===== config.mk =====
export PLATFORM = sky130hd
export DESIGN_NAME = mul_unit
export DESIGN_NICKNAME = d
export VERILOG_FILES = /design/src/rtl/mul_unit.sv
export SDC_FILE = /design/constraint.sdc
export NUM_CORES = 1
export LEC_CHECK = 0
export CAP_MARGIN = 20
export CORE_AREA = 2 2 205 207
export CTS_BUF_LIST = sky130_fd_sc_hd__clkbuf_8
export DETAILED_ROUTE_END_ITERATION = 10
export DIE_AREA = 0 0 207 209
export PLACE_DENSITY = 0.59
export SKIP_LAST_GASP = 1
export SLEW_MARGIN = 30
export SYNTH_ARGS = -nofsm -noshare
export SYNTH_HDL_FRONTEND = slang
export SYNTH_SLANG_ARGS = --single-unit

===== constraint.sdc =====
create_clock -name clk -period 6.75 [get_ports clk]
set_clock_uncertainty 0.1 [all_clocks]
set_input_delay 0.675 -clock clk [delete_from_list [all_inputs] [get_ports clk]]
set_output_delay 0.675 -clock clk [all_outputs]
set_load 0.05 [all_outputs]

===== src/rtl/mul_unit.sv =====
// Sequential shift-add multiplier for mul/mulh/mulhsu/mulhu with a valid/ready handshake.
// Define MUL_EARLY_OUT_EN to leave BUSY as soon as the remaining multiplier magnitude is zero.
module mul_unit #(
  parameter int N = 32
) (
  input  logic         clk,
  input  logic         rst,
  input  logic [N-1:0] A,
  input  logic [N-1:0] B,
  input  logic [3:0]   ALUSel,
  input  logic         in_valid,
  output logic         in_ready,
  output logic         out_valid,
  input  logic         out_ready,
  output logic [N-1:0] MulRes
);

  localparam int CW = (N > 1) ? $clog2(N) : 1;

  typedef enum logic [1:0] {IDLE, BUSY, DONE} state_t;

  state_t           state_q, state_d;
  logic [1:0]       op_q;
  logic             op_ok_q;
  logic             neg_q;
  logic [2*N-1:0]   mcand_q;
  logic [2*N-1:0]   acc_q;
  logic [N-1:0]     mplier_q;
  logic [CW-1:0]    cnt_q;

  logic             accept;
  logic             last_step;
  logic             a_neg, b_neg;
  logic [N-1:0]     a_mag, b_mag;
  logic [2*N-1:0]   acc_step;
  logic [2*N-1:0]   prod;
  logic [N-1:0]     res_d;

  assign in_ready  = (state_q == IDLE);
  assign out_valid = (state_q == DONE);
  assign accept    = in_valid & in_ready;

  // A is signed for mul/mulh/mulhsu, B only for mul/mulh. The negated most
  // negative value reads back as 2^(N-1), which is the correct unsigned magnitude.
  always_comb begin
    a_neg = (ALUSel[1:0] != 2'b11) & A[N-1];
    b_neg = ~ALUSel[1] & B[N-1];
    a_mag = a_neg ? -A : A;
    b_mag = b_neg ? -B : B;
  end

  always_comb begin
    acc_step = acc_q + (mplier_q[0] ? mcand_q : '0);
    prod     = neg_q ? -acc_step : acc_step;
    if (!op_ok_q)          res_d = '0;
    else if (op_q == 2'b00) res_d = prod[N-1:0];
    else                    res_d = prod[2*N-1:N];
`ifdef MUL_EARLY_OUT_EN
    last_step = (cnt_q == CW'(N - 1)) || ((mplier_q >> 1) == '0);
`else
    last_step = (cnt_q == CW'(N - 1));
`endif
  end

  // NOTE: every combinational output gets a default first so no path leaves it unassigned, which would infer a latch.
  always_comb begin
    state_d = state_q;
    case (state_q)
      IDLE:    if (accept)    state_d = BUSY;
      BUSY:    if (last_step) state_d = DONE;
      DONE:    if (out_ready) state_d = IDLE;
      default:                state_d = IDLE;
    endcase
  end

  // NOTE: sequential state uses non-blocking assignments so every register samples pre-edge values.
  always_ff @(posedge clk or posedge rst) begin
    if (rst) state_q <= IDLE;
    else     state_q <= state_d;
  end

  always_ff @(posedge clk or posedge rst) begin
    if (rst) begin
      op_q     <= '0;
      op_ok_q  <= 1'b0;
      neg_q    <= 1'b0;
      mcand_q  <= '0;
      mplier_q <= '0;
      acc_q    <= '0;
      cnt_q    <= '0;
      MulRes   <= '0;
    end else begin
      case (state_q)
        IDLE: if (accept) begin
          op_q     <= ALUSel[1:0];
          op_ok_q  <= (ALUSel[3:2] == 2'b10);
          neg_q    <= a_neg ^ b_neg;
          mcand_q  <= {{N{1'b0}}, a_mag};
          mplier_q <= b_mag;
          acc_q    <= '0;
          cnt_q    <= '0;
        end
        BUSY: begin
          acc_q    <= acc_step;
          mcand_q  <= mcand_q << 1;
          mplier_q <= mplier_q >> 1;
          cnt_q    <= cnt_q + CW'(1);
          if (last_step) MulRes <= res_d;
        end
        default: ;
      endcase
    end
  end

endmodule


==> metrics.cfg <==
[status]
status = complete, no violations

[floorplan]
start_util_pct = 41.10
die_y_um = 209
die_w_um = 207
die_area_mm2 = 0.04326
ios = 106
num_rows = 75
core_mm2 = 0.04129

[detailed_routing]
drt-initial-drc-count = 1615
antenna_left = 0
drt-pass1-iter-count = 6
wl_um = 65820
vias = 17261
post_drt_via_cell_ratio = 6.313
drc = 0
wire_per_inst_um = 24.07

[sta]
drv_slew = 0
worst_pin_slew_ns = 0.8713
min_period_ns = 6.078
hold_viol = 0
final.setup.tns_ns = 0
holdWs_ns = 0.3856
grt_setup_unrepaired = no
setup_violations = 0
max_freq_ghz = 0.1645
period_share_pct = 90.04
maxSlewHeadroom_pct = 41.30

[logic_synthesis]
syn_nets = 2275
synthAdderAreaFrac_pct = 5.131
yosys.area_share.xor_xnor_pct = 6.333
async_reset_ff_share_pct = 100.0
synth-simple-area-share_pct = 23.58
synth_top_family_by_area = compound AO/OA/AOI/OAI gates
netlist_area_mm2 = 0.01697
synth_edf_count = 0
ys_seq_area_share_pct = 29.93
synth_warnings = 0
synth.area.mux_share_pct = 1.135
synth-compound-area-share_pct = 29.81
synth_cells = 2134
synth.distinct_cells = 106
ys.flop_type = dfrtp_1
avgSynthCellArea_um2 = 7.953
ys_ff_latch = 203

[run]
maxCapViolations = 0

[global_routing]
grt_pass1_wl_um = 101900
track_usage_pct = 30.00
grt_pass1_vias = 16796
grt_overflow = 0
grt_max_degree = 106
grt_antenna_before_repair = 3

[clocking]
root_buffer = clkbuf_8
cts-buffers-inserted = 41
clockBufferDepth = 3
cts.repair.resized = 0
clkTransAtPathRegs_ns = 0.06
ctsHoldBuffers = 0
tritoncts = built
clk_latency_ns = 0.61
post-cts-setup-buffers = 0
htreeDepth = 2
clkSinkCount = 203

[power_and_ir_drop]
p_per_area_mw_per_mm2 = 481.8
p_leak_nw = 7.810
max-vdd-ir-drop_v = 0.0001662

[placed_design]
place_hpwl_um = 49520
portBuffers = 105
routabilityCongestion = 1.004

[critical_path]
crit_type = register to register
crit_path_max_fanout = 36
crit_arrival_ns = 6.47
end_kind = register
required_ns = 7.14
setup.worst_path.start_class = register

[final_layout]
antenna_cells = 0
finalNetCount = 2311
fin_util_pct = 46.38
syn2layout_area_growth_pct = 12.83
layout-drive-gt1-share_pct = 7.289

[worst_hold_path]
hp-class = register to register

## logic make-up (layout without fill, tap and decap cells)
group | Yosys count | count (layout)
buf+inv | 168 | 229
simple gates | 796 | 796
flops | 203 | 203
mux | 19 | 19
xor+xnor | 121 | 121
fa+ha+maj | 69 | 69
compound gates | 758 | 758
## stage by stage
step / worst slack, ns / total power [W] / std cells / instance area, um^2
finish: 0.6725 / 0.009226 / 2734 / 19150
global route: 0.1756 / 0.009824 / 2734 / 19150
CTS: 0.7202 / 0.009158 / 2734 / 19150
detailed placement: 0.7202 / 0.007808 / 2666 / 18360
global placement: 0.9031 / 0.007766 / 2666 / 18350
floorplan: 0.4359 / 0.005924 / 2134 / 16970
## final timing paths
| path | endpoint | depth (start not counted) | slack [ns] | from |
|---|---|---|---|---|
| worst min register to register | cnt_q[3] | 1 | 0.39 | cnt_q[3] |
| min in group asynchronous | mplier_q[24] | 2 | 0.48 | rst |
| worst max-delay path | MulRes[30] | 14 | 0.67 | mplier_q[0] |
| max in group asynchronous | acc_q[27] | 3 | 4.70 | rst |
| worst max register to register | MulRes[30] | 14 | 0.67 | mplier_q[0] |
| worst min-delay path | cnt_q[3] | 1 | 0.39 | cnt_q[3] |
## worst max-delay path, cell delays in order (launching register included)
cell      delay (ns)
dfrtp_1         0.83
buf_4           0.45
and2_1          0.19
ha_1            0.34
a21oi_1         0.35
nand2_1         0.12
a221oi_2        0.50
o221ai_1        0.30
a211o_1         0.34
o211ai_1        0.65
nand3_1         0.27
nor4b_2         0.60
nor4b_2         0.48
a211oi_1        0.15
a211oi_1        0.26
## final cells by class
type	count	area (um^2)
Sequential cell	203	5080
Tap cell	539	674.4
Inverter	30	120.1
Clock buffer	50	688.2
Clock inverter	18	102.6
Multi-Input combinational cell	1763	11240
Timing Repair Buffer	131	1246
Fill cell	4220	22140
## cell usage in the layout, fill, tap and decap left out, types with 31 or more instances in the layout
cell type	instances
a21oi_1	126
a22oi_1	80
and2_1	76
clkbuf_8	50
clkdlybuf4s50_1	105
dfrtp_1	203
ha_1	68
inv_1	42
nand2_1	263
nand3_1	89
nand4_1	46
nor2_1	142
nor3_1	36
o21ai_0	235
o21ai_1	31
xnor2_1	60
xor2_1	59
## synthesized netlist by cell type, drive strengths merged (6+ instances only)
library cell	n	share of area [%]
dfrtp	203	30
a31oi	14	0.52
ha	68	5.0
or2	8	0.29
nand2	265	5.9
and2	76	2.8
nor3	39	1.2
o31ai	25	1.2
o41ai	11	0.61
nand3	91	2.7
a21boi	7	0.33
a211o	8	0.41
xnor2	60	3.1
mux2i	17	1.0
a22o	17	0.88
nor4	18	0.83
nand4	47	1.8
a211oi	26	1.4
nor4b	6	0.47
a21o	26	1.2
a22oi	80	3.5
o21ai	274	8.3
a2111oi	6	0.35
or4	12	0.60
o211ai	27	1.3
a21oi	136	4.3
or3	20	0.74
buf	43	1.3
and3	24	0.88
clkbuf	95	2.1
and4	12	0.63
o221ai	11	0.57
xor2	61	3.2
inv	30	0.66
nor2	146	3.2
o211a	14	0.83
o21a	17	0.76
a221oi	8	0.52
nand2b	12	0.44
## report_power, final
group | switching [W] | internal, W | total [W] | leakage [nW]
logic | 0.00397 | 0.00183 | 0.00580 | 4.74
clock network | 0.000593 | 0.000701 | 0.00129 | 0.459
registers | 0.000411 | 0.00172 | 0.00213 | 2.61
total | 0.00497 | 0.00425 | 0.00923 | 7.81
## layer usage
layer / global-route usage, % / part of all wire (%) / vias up
met3: 3.907 / 5.8 / 146
met1: 40.81 / 44 / 8433
met5: 0 / 0 / -
li1: - / - / 8024
met2: 47.51 / 45 / 658
met4: 13.84 / 4.7 / 0
## state kept, by name, indices dropped and copies added (netlist names)
signal / count
op_q: 2
state_q: 2
op_ok_q: 1
mcand_q: 64
mplier_q: 32
MulRes: 32
cnt_q: 5
neg_q: 1
acc_q: 64
(Power assumes the default switching activity.)
